$ cat config.mk
export PLATFORM = sky130hd
export DESIGN_NAME = delta_spike_encoder
export DESIGN_NICKNAME = d
export VERILOG_FILES = /design/src/rtl/delta_spike_encoder.sv
export SDC_FILE = /design/constraint.sdc
export NUM_CORES = 1
export LEC_CHECK = 0
export BUFFER_PORTS_ARGS = -buffer_cell sky130_fd_sc_hd__buf_2
export CAP_MARGIN = 10
export CORE_ASPECT_RATIO = 2
export CORE_MARGIN = 3
export CORE_UTILIZATION = 35
export CTS_BUF_LIST = sky130_fd_sc_hd__clkbuf_16
export DETAILED_ROUTE_END_ITERATION = 10
export GPL_TIMING_DRIVEN = 0
export PLACE_DENSITY = 0.49
export SLEW_MARGIN = 20
export SYNTH_ARGS = -nofsm -noshare
export SYNTH_HDL_FRONTEND = slang
export SYNTH_SLANG_ARGS = --single-unit
$ cat constraint.sdc
create_clock -name clk_i -period 6.6 [get_ports clk_i]
set_input_delay 0.33 -clock clk_i [delete_from_list [all_inputs] [get_ports clk_i]]
set_output_delay 0.33 -clock clk_i [all_outputs]
set_load 0.02 [all_outputs]
$ cat src/rtl/delta_spike_encoder.sv
// delta_spike_encoder: multi-channel send-on-delta spike encoder, channels evaluated serially one per cycle
module delta_spike_encoder #(
  parameter int N_CH    = 4,
  parameter int DATA_W  = 16,
  parameter int REFRACT = 2,
  parameter int CNT_W   = 4
) (
  input  logic                   clk_i,
  input  logic                   rst_i,
  input  logic [N_CH*DATA_W-1:0] sample_i,
  input  logic                   sample_valid_i,
  output logic                   sample_ready_o,
  input  logic [DATA_W-1:0]      delta_i,
  input  logic                   flush_i,
  output logic [N_CH-1:0]        spike_up_o,
  output logic [N_CH-1:0]        spike_dn_o,
  output logic                   spike_valid_o
);
  localparam int IDX_W = N_CH > 1 ? $clog2(N_CH) : 1;
  typedef enum logic [1:0] {IDLE, PROC, DONE} state_t;
  state_t                  r_state;
  logic [N_CH*DATA_W-1:0]  r_x;
  logic [DATA_W-1:0]       r_d;
  logic [IDX_W-1:0]        r_idx;
  logic [DATA_W-1:0]       r_base [N_CH];
  logic [CNT_W-1:0]        r_refr [N_CH];
  logic                    r_init;
  logic [N_CH-1:0]         r_acc_up, r_acc_dn, r_up, r_dn;
  logic                    r_valid;
  logic [DATA_W-1:0]       w_x, w_b, w_thr, w_nb;
  logic [DATA_W:0]         w_sum, w_xd;
  logic [CNT_W-1:0]        w_r, w_nr;
  logic                    w_up, w_dn, w_up_f, w_dn_f, w_last;
  logic [N_CH-1:0]         w_up_vec, w_dn_vec;
  assign sample_ready_o = r_state == IDLE && !flush_i && !rst_i;
  assign spike_up_o     = r_up;
  assign spike_dn_o     = r_dn;
  assign spike_valid_o  = r_valid;
  always_comb begin
    w_x      = r_x[int'(r_idx)*DATA_W +: DATA_W];
    w_b      = r_base[r_idx];
    w_r      = r_refr[r_idx];
    w_sum    = {1'b0, w_b} + {1'b0, r_d};
    w_xd     = {1'b0, w_x} + {1'b0, r_d};
    // the up threshold saturates so a baseline near full scale can still reach the top code
    w_thr    = w_sum[DATA_W] ? '1 : w_sum[DATA_W-1:0];
    w_up     = w_x != w_b && w_x >= w_thr;
    w_dn     = w_x != w_b && w_xd <= {1'b0, w_b};
    w_up_f   = !r_init && w_r == '0 && w_up;
    w_dn_f   = !r_init && w_r == '0 && w_dn;
    // with a zero step the baseline snaps to the sample so it tracks exactly
    w_nb     = r_init ? w_x : !(w_up_f || w_dn_f) ? w_b : r_d == '0 ? w_x : w_up_f ? w_thr : w_b - r_d;
    w_nr     = r_init ? '0 : w_r != '0 ? w_r - CNT_W'(1) : (w_up_f || w_dn_f) ? CNT_W'(REFRACT) : '0;
    w_last   = r_idx == IDX_W'(N_CH - 1);
    w_up_vec = r_acc_up | (N_CH'(w_up_f) << r_idx);
    w_dn_vec = r_acc_dn | (N_CH'(w_dn_f) << r_idx);
  end
  always_ff @(posedge clk_i) begin
    if (rst_i) begin
      r_state  <= IDLE;
      r_x      <= '0;
      r_d      <= '0;
      r_idx    <= '0;
      r_init   <= 1'b1;
      r_acc_up <= '0;
      r_acc_dn <= '0;
      r_up     <= '0;
      r_dn     <= '0;
      r_valid  <= 1'b0;
      for (int i = 0; i < N_CH; i++) begin
        r_base[i] <= '0;
        r_refr[i] <= '0;
      end
    end else begin
      case (r_state)
        IDLE: begin
          r_valid <= 1'b0;
          if (flush_i) begin
            r_init <= 1'b1;
            for (int i = 0; i < N_CH; i++) begin
              r_base[i] <= '0;
              r_refr[i] <= '0;
            end
          end else if (sample_valid_i) begin
            r_x      <= sample_i;
            r_d      <= delta_i;
            r_idx    <= '0;
            r_acc_up <= '0;
            r_acc_dn <= '0;
            r_state  <= PROC;
          end
        end
        PROC: begin
          r_base[r_idx] <= w_nb;
          r_refr[r_idx] <= w_nr;
          r_acc_up      <= w_up_vec;
          r_acc_dn      <= w_dn_vec;
          r_idx         <= r_idx + IDX_W'(1);
          if (w_last) begin
            r_up    <= w_up_vec;
            r_dn    <= w_dn_vec;
            r_valid <= 1'b1;
            r_state <= DONE;
          end
        end
        default: begin
          r_valid <= 1'b0;
          r_init  <= 1'b0;
          r_state <= IDLE;
        end
      endcase
    end
  end
endmodule
==> results.json, run 1 <==
{
  "clkPwrFrac_pct": 33.6,
  "leakagePower_uw": 0.00521,
  "grt_pass1_wl_mm": 63.3,
  "synth-main-ff-cell": "dfxtp_1",
  "drt_iter0_markers": 549,
  "synth.distinct_cells": 68,
  "top_layer_used": "met4",
  "fin_crit_sh_pct": 97.3,
  "syn_area_per_cell_sq_um": 9.23,
  "num_antenna_cells": 0,
  "clock_path_buffers": 2,
  "gr-total-overflow": 0,
  "slew_viol_final": 0,
  "die_w_microns": 135,
  "r2r_cells": 20,
  "cts-hold-fix-buffers": 0,
  "vias": 10104,
  "synth_edf_count": 80,
  "cts_tree": "done",
  "synth_warnings": 0,
  "die-area_sq_um": 35500,
  "clockRootBuffer": "clkbuf_16",
  "grt_max_degree": 21,
  "seqPwrFrac_pct": 40.6,
  "clock_skew_ps": 16.6,
  "clock.fmax_mhz": 156,
  "start_kind": "flip-flop",
  "netlist_instances": 1257,
  "core_sq_um": 32500,
  "wl_met2_mm": 24.3,
  "power.total_uw": 3130,
  "fin_area_sq_um": 13600,
  "holdPathStages": 3,
  "hpwl_mm": 34.7,
  "relSlewSlack_pct": 29.8,
  "period_minus_slack_ps": 6420,
  "peakVddDrop_uv": 162,
  "die_h_microns": 263,
  "place_inst": 1779,
  "rows": 93,
  "grt_pass1_vias": 10537,
  "fillCellCount": 3276,
  "syn_area_sq_um": 11600,
  "firstDrtPassIters": 4,
  "multiInputGateArea_sq_um": 6820,
  "criticalPathCategory": "reg2reg",
  "setup_viol": 0,
  "cts_buffers": 17,
  "arrival_ps": 6600,
  "swShare_pct": 34.0,
  "cts_sinks": 184,
  "io_buffers": 92,
  "register_area_sq_um": 4490,
  "antenna_left": 0,
  "wl_met1_mm": 14.0,
  "drv_cap": 0,
  "wl_met3_mm": 1.38,
  "synth_compound_area_share_pct": 20.6,
  "gp_congestion": 0.916,
  "syn_to_final_growth_pct": 17.5,
  "critPathCaptureType": "flip-flop",
  "wl_per_cell_microns": 23.6,
  "synthArstFlopShare_pct": 0,
  "dpl-instance-area_sq_um": 12700,
  "required_ps": 6780,
  "hold_viol": 0,
  "grt_antenna_before_repair": 0,
  "worst_pin_slew_ps": 1040,
  "cp_max_fo": 10,
  "synth-xor-area-share_pct": 3.47,
  "syn_nets": 1430,
  "ctsHtreeMaxLevel": 4,
  "grtUsageTotal_pct": 24.1,
  "switching_power_uw": 1060,
  "muxShareOfSynthArea_pct": 7.17,
  "rsz0062_at_grt": "no",
  "insertion_delay_ps": 460,
  "synthSimpleGateAreaFrac_pct": 15.5,
  "ios": 94,
  "drt_drc_violations_left": 0,
  "status": "finished, final reports clean",
  "wl_mm": 42.8,
  "p_int_uw": 2060,
  "synthAdderAreaFrac_pct": 9.80,
  "synth_top_family_by_area": "compound AO/OA/AOI/OAI gates",
  "holdCritPathClass": "in2reg",
  "drive_gt1_share_pct": 17.6,
  "powerDensity_nw_per_um2": 229,
  "ys_seq_area_share_pct": 38.7,
  "layout.cells.non_filler": 1818,
  "path_clk_slew_ps": 80,
  "start_util_pct": 35.7,
  "synth.ff_latch_count": 184,
  "nets": 1551,
  "viasPerCell": 5.56,
  "combPwrFrac_pct": 25.7
}
cell usage after synthesis, types with 5 or more instances:
cell type / number / share of area (%)
nor4_1: 14 / 0.76
a21oi_1: 172 / 7.4
a221oi_1: 5 / 0.38
nand2_1: 200 / 6.5
mux4_2: 36 / 7.0
xor2_1: 22 / 1.7
xnor2_1: 24 / 1.8
a21o_1: 16 / 1.0
o31a_1: 5 / 0.38
nor2b_1: 11 / 0.59
edfxtp_1: 80 / 21
dfxtp_1: 104 / 18
o211ai_1: 12 / 0.78
and2_1: 10 / 0.54
o21ai_0: 22 / 0.95
inv_1: 54 / 1.7
nand3_1: 10 / 0.43
a211oi_1: 41 / 2.7
nand2b_1: 13 / 0.70
nand4_1: 10 / 0.54
clkbuf_1: 64 / 2.1
or3_1: 9 / 0.49
buf_2: 7 / 0.30
a31oi_1: 14 / 0.76
nor3_1: 23 / 0.99
o21a_1: 11 / 0.71
ha_1: 86 / 9.3
buf_6: 6 / 0.58
nor2_1: 82 / 2.7
a221oi_2: 5 / 0.65
o21bai_1: 10 / 0.65
through the flow:
stage	util [%]	setup TNS (ps)	hold WS (ps)	setup WS, ps
global route	42.0	0	102	7.99
global placement	38.8	-67850	439	-1230
finish	42.0	0	105	175
floorplan	-	0	433	876
CTS	41.6	0	85.5	4.98
detailed placement	39.1	-68520	444	-1260
state kept, by name, indices dropped and copies added (netlist names), 4 cells and up, named ones only:
name / cells
r_acc_dn: 4
r_acc_up: 4
r_base: 64
r_d: 16
r_refr: 16
r_x: 64
spike_dn_o: 4
spike_up_o: 4
worst paths after layout:
| path | slack [ps] | from | endpoint |
|---|---|---|---|
| setup reg to reg | 180 | flip-flop | r_base[2][11] |
| hold reg to reg | 460 | r_x[18] | r_x[18] |
| setup / recovery | 180 | flip-flop | r_base[2][11] |
| hold / removal | 110 | sample_i[62] | r_x[62] |
kinds of logic (layout without fill, tap and decap cells):
group | count (synthesis) | count (layout)
compound gates | 365 | 365
xor+xnor | 46 | 46
fa+ha+maj | 89 | 89
buf+inv | 135 | 269
flops | 184 | 184
mux | 38 | 38
simple gates | 400 | 400
layer usage:
metal  track usage, %  up-vias
met5                0        -
met4             16.1        0
met3             2.77      118
met2             47.4      282
met1             22.5     4844
li1                 -     4860
final cells by class:
cell class | instances | share of cell area (%)
clock buffer | 18 | 3.31
inverter | 54 | 1.49
clock inverter | 14 | 1.10
sequential | 184 | 32.9
buffer | 79 | 2.81
multi-input combinational | 938 | 50.1
tap | 427 | 3.92
timing repair buffer | 104 | 4.39
what timing repair did:
item                                    4_1_cts  5_1_grt
endpoints found under the setup margin       84       70
gates cloned                                  0        0
setup buffers                                 6        3
gates resized for setup                      29       25
pin swaps                                     3        5
power groups by stage:
stage	clock network [uW]	registers, uW	logic, uW
6_report	1050	1270	804
3_3_place_gp	0	1300	748
2_1_floorplan	0	1280	498
5_1_grt	1100	1280	866
4_1_cts	1060	1270	788
3_5_place_dp	0	1300	763
worst max-delay path, cell delays in order (launching register included):
cell      delay [ps]
dfxtp_1          400
buf_4            300
mux4_2           680
ha_1             260
fa_1             410
nor2b_1          200
o21ai_2          330
a211oi_1         160
o211a_1          340
nor3_1           220
clkbuf_2         330
and3_1           210
ha_1             240
a21o_1           180
a21o_1           170
a211o_1          350
o211ai_1         280
clkbuf_4         300
mux2i_1          150
o31ai_4          490
a211oi_1         150
layout by cell type, fill, tap and decap left out, drive strengths merged, types with 4 or more instances in the layout:
| cell | instances |
|---|---|
| inv | 62 |
| xnor2 | 24 |
| and2 | 10 |
| and4 | 4 |
| xor2 | 22 |
| clkbuf | 82 |
| edfxtp | 80 |
| or3 | 9 |
| o31a | 5 |
| a2111oi | 4 |
| buf | 119 |
| nand3 | 10 |
| nor2b | 11 |
| a21o | 16 |
| clkinv | 6 |
| or4 | 5 |
| ha | 86 |
| a21boi | 5 |
| nor4 | 16 |
| nand2 | 200 |
| and3 | 4 |
| nand4 | 10 |
| o21ai | 25 |
| dfxtp | 104 |
| a211oi | 42 |
| nand2b | 13 |
| nor2 | 83 |
| nor3 | 23 |
| mux4 | 36 |
| o211ai | 12 |
| o21a | 11 |
| o21bai | 10 |
| a21oi | 172 |
| a311oi | 6 |
| a41oi | 4 |
| a211o | 4 |
| a221oi | 10 |
| a31oi | 14 |
(Power assumes the default switching activity.)
==> inputs of run 2 (changes only) <==
--- a/config.mk
+++ b/config.mk
@@ -5,15 +5,16 @@
 export SDC_FILE = /design/constraint.sdc
 export NUM_CORES = 1
 export LEC_CHECK = 0
-export BUFFER_PORTS_ARGS = -buffer_cell sky130_fd_sc_hd__buf_2
 export CAP_MARGIN = 10
 export CORE_ASPECT_RATIO = 2
 export CORE_MARGIN = 3
 export CORE_UTILIZATION = 35
 export CTS_BUF_LIST = sky130_fd_sc_hd__clkbuf_16
 export DETAILED_ROUTE_END_ITERATION = 10
+export DONT_BUFFER_PORTS = 1
 export GPL_TIMING_DRIVEN = 0
-export PLACE_DENSITY = 0.49
+export PLACE_DENSITY = 0.47
+export SKIP_LAST_GASP = 1
 export SLEW_MARGIN = 20
 export SYNTH_ARGS = -nofsm -noshare
 export SYNTH_HDL_FRONTEND = slang
==> results.json, run 2 (same netlist as run 1, synthesis figures left out) <==
{
  "status": "finished, final reports clean",
  "grt_pass1_vias": 10336,
  "clock.fmax_mhz": 157,
  "start_kind": "flip-flop",
  "firstDrtPassIters": 5,
  "insertion_delay_ps": 470,
  "nets": 1494,
  "grt_max_degree": 20,
  "clock_skew_ps": 14.8,
  "period_minus_slack_ps": 6370,
  "drive_gt1_share_pct": 10.8,
  "grt_antenna_before_repair": 0,
  "die_h_microns": 263,
  "reg2reg_slack_ps": 230,
  "drv_cap": 0,
  "rr_startpoint": "r_idx[0]",
  "viasPerCell": 5.61,
  "cts_sinks": 184,
  "final_common_cell": "nand2_1",
  "powerDensity_nw_per_um2": 228,
  "slew_viol_final": 0,
  "grt_pass1_wl_mm": 63.3,
  "ios": 94,
  "die-area_sq_um": 35500,
  "critPathCaptureType": "flip-flop",
  "criticalPathCategory": "reg2reg",
  "path_clk_slew_ps": 80,
  "holdCritPathClass": "in2reg",
  "clockRootBuffer": "clkbuf_16",
  "leakagePower_uw": 0.00499,
  "arrival_ps": 6650,
  "die_w_microns": 135,
  "place_inst": 1688,
  "gp_congestion": 0.916,
  "fin_area_sq_um": 13500,
  "tns_ps": 0,
  "largestRegisters": "r_base (64), r_x (64)",
  "cp_max_fo": 10,
  "cp_slowest_cell": "mux4_2",
  "fin_crit_sh_pct": 96.5,
  "gr-total-overflow": 0,
  "layout.cells.non_filler": 1761,
  "relSlewSlack_pct": 27.9,
  "crit_buf_inv": 6,
  "hpwl_mm": 34.0,
  "dpl-instance-area_sq_um": 12300,
  "whs_endpoint": "r_x[30]",
  "ctsHtreeMaxLevel": 4,
  "setup_viol": 0,
  "num_antenna_cells": 0,
  "drt_iter0_markers": 501,
  "wl_per_cell_microns": 24.1,
  "vias": 9883,
  "path_cells": "buf_6, clkbuf_4, mux4_2, ha_1, nand4_1, inv_1, a221oi_2, nand2_1, a21o_1, a21oi_1, xnor2_1, ha_1, nand2_1, or4_1, o32ai_2, a31oi_1, or4_4, buf_2, clkbuf_4, o211ai_1, o41ai_4, buf_4, a211oi_1",
  "r2r_end": "r_base[1][12]",
  "final_cell_mix": "200 x nand2_1, 170 x a21oi_1, 103 x dfxtp_1",
  "crit_family": "compound AO/OA/AOI/OAI gates",
  "cts_tree": "done",
  "holdPathStages": 2,
  "clock_path_buffers": 2,
  "drt_drc_violations_left": 0,
  "start_util_pct": 35.7,
  "io_buffers": 0,
  "syn_to_final_growth_pct": 16.1,
  "r2r_cells": 23,
  "rows": 93,
  "grtUsageTotal_pct": 24.1,
  "cts_buffers": 17,
  "antenna_left": 0,
  "worst_pin_slew_ps": 1070,
  "hold_path.startpoint": "sample_i[30]",
  "wl_mm": 42.4,
  "hold_viol": 0,
  "core_sq_um": 32500,
  "cpPeakStageDelay_ps": 700,
  "required_ps": 6880,
  "peakVddDrop_uv": 220
}
run 2: repair_timing:
| item | in CTS | in global routing |
|---|---|---|
| pin swaps | 3 | 2 |
| resized for setup | 30 | 18 |
| hold buffers | 38 | 0 |
| setup endpoints to repair | 77 | 73 |
| cloned | 0 | 0 |
| endpoints found under the hold margin | 38 | 0 |
| setup buffers | 4 | 4 |
run 2: metrics by stage:
step | hold slack (ps) | worst slack (ps) | power (uW) | utilization, %
after floorplan | 433 | 876 | 1780 | -
after global placement | 440 | -999 | 2010 | 37.4
after detailed placement | 444 | -1110 | 2030 | 37.8
after CTS | 0.0727 | 17.1 | 3070 | 41.2
after global routing | 17.4 | -17.5 | 3190 | 41.5
final | 15.8 | 228 | 3070 | 41.5
run 2: how the worst max path moves through the flow:
stage | start | end | cells after the start
finish | r_idx[0] | r_base[1][12] | 23
global route | r_idx[0] | r_base[3][12] | 23
CTS | r_idx[0] | r_base[3][12] | 23
detailed placement | flip-flop | r_base[3][7] | 20
global placement | flip-flop | r_base[3][7] | 20
floorplan | r_idx[0] | r_base[0][1] | 22
run 2: final cells by class:
type                    count  area [sq um]
fillers                  3292         19000
multi-input cells         938          6780
inverters                  54           203
clock inverters            15           135
repair buffers             50           523
flip-flops and latches    184          4490
plain buffers              76           377
clock buffers              17           425
well taps                 427           534
run 2: per-layer routing:
metal | vias up | GRT usage, % | share of wire [%]
li1 | 4727 | - | -
met1 | 4796 | 22.7 | 33
met2 | 254 | 47.5 | 57
met3 | 106 | 2.77 | 2.9
met4 | 0 | 15.5 | 7.1
met5 | - | 0 | 0
run 2: power breakdown:
part / internal (uW) / leakage (uW) / total [uW] / switching, uW
registers: 1240 / 0.00173 / 1270 / 28.6
logic: 287 / 0.00297 / 786 / 500
clock network: 499 / 0.000285 / 1010 / 510
total: 2030 / 0.00499 / 3070 / 1040
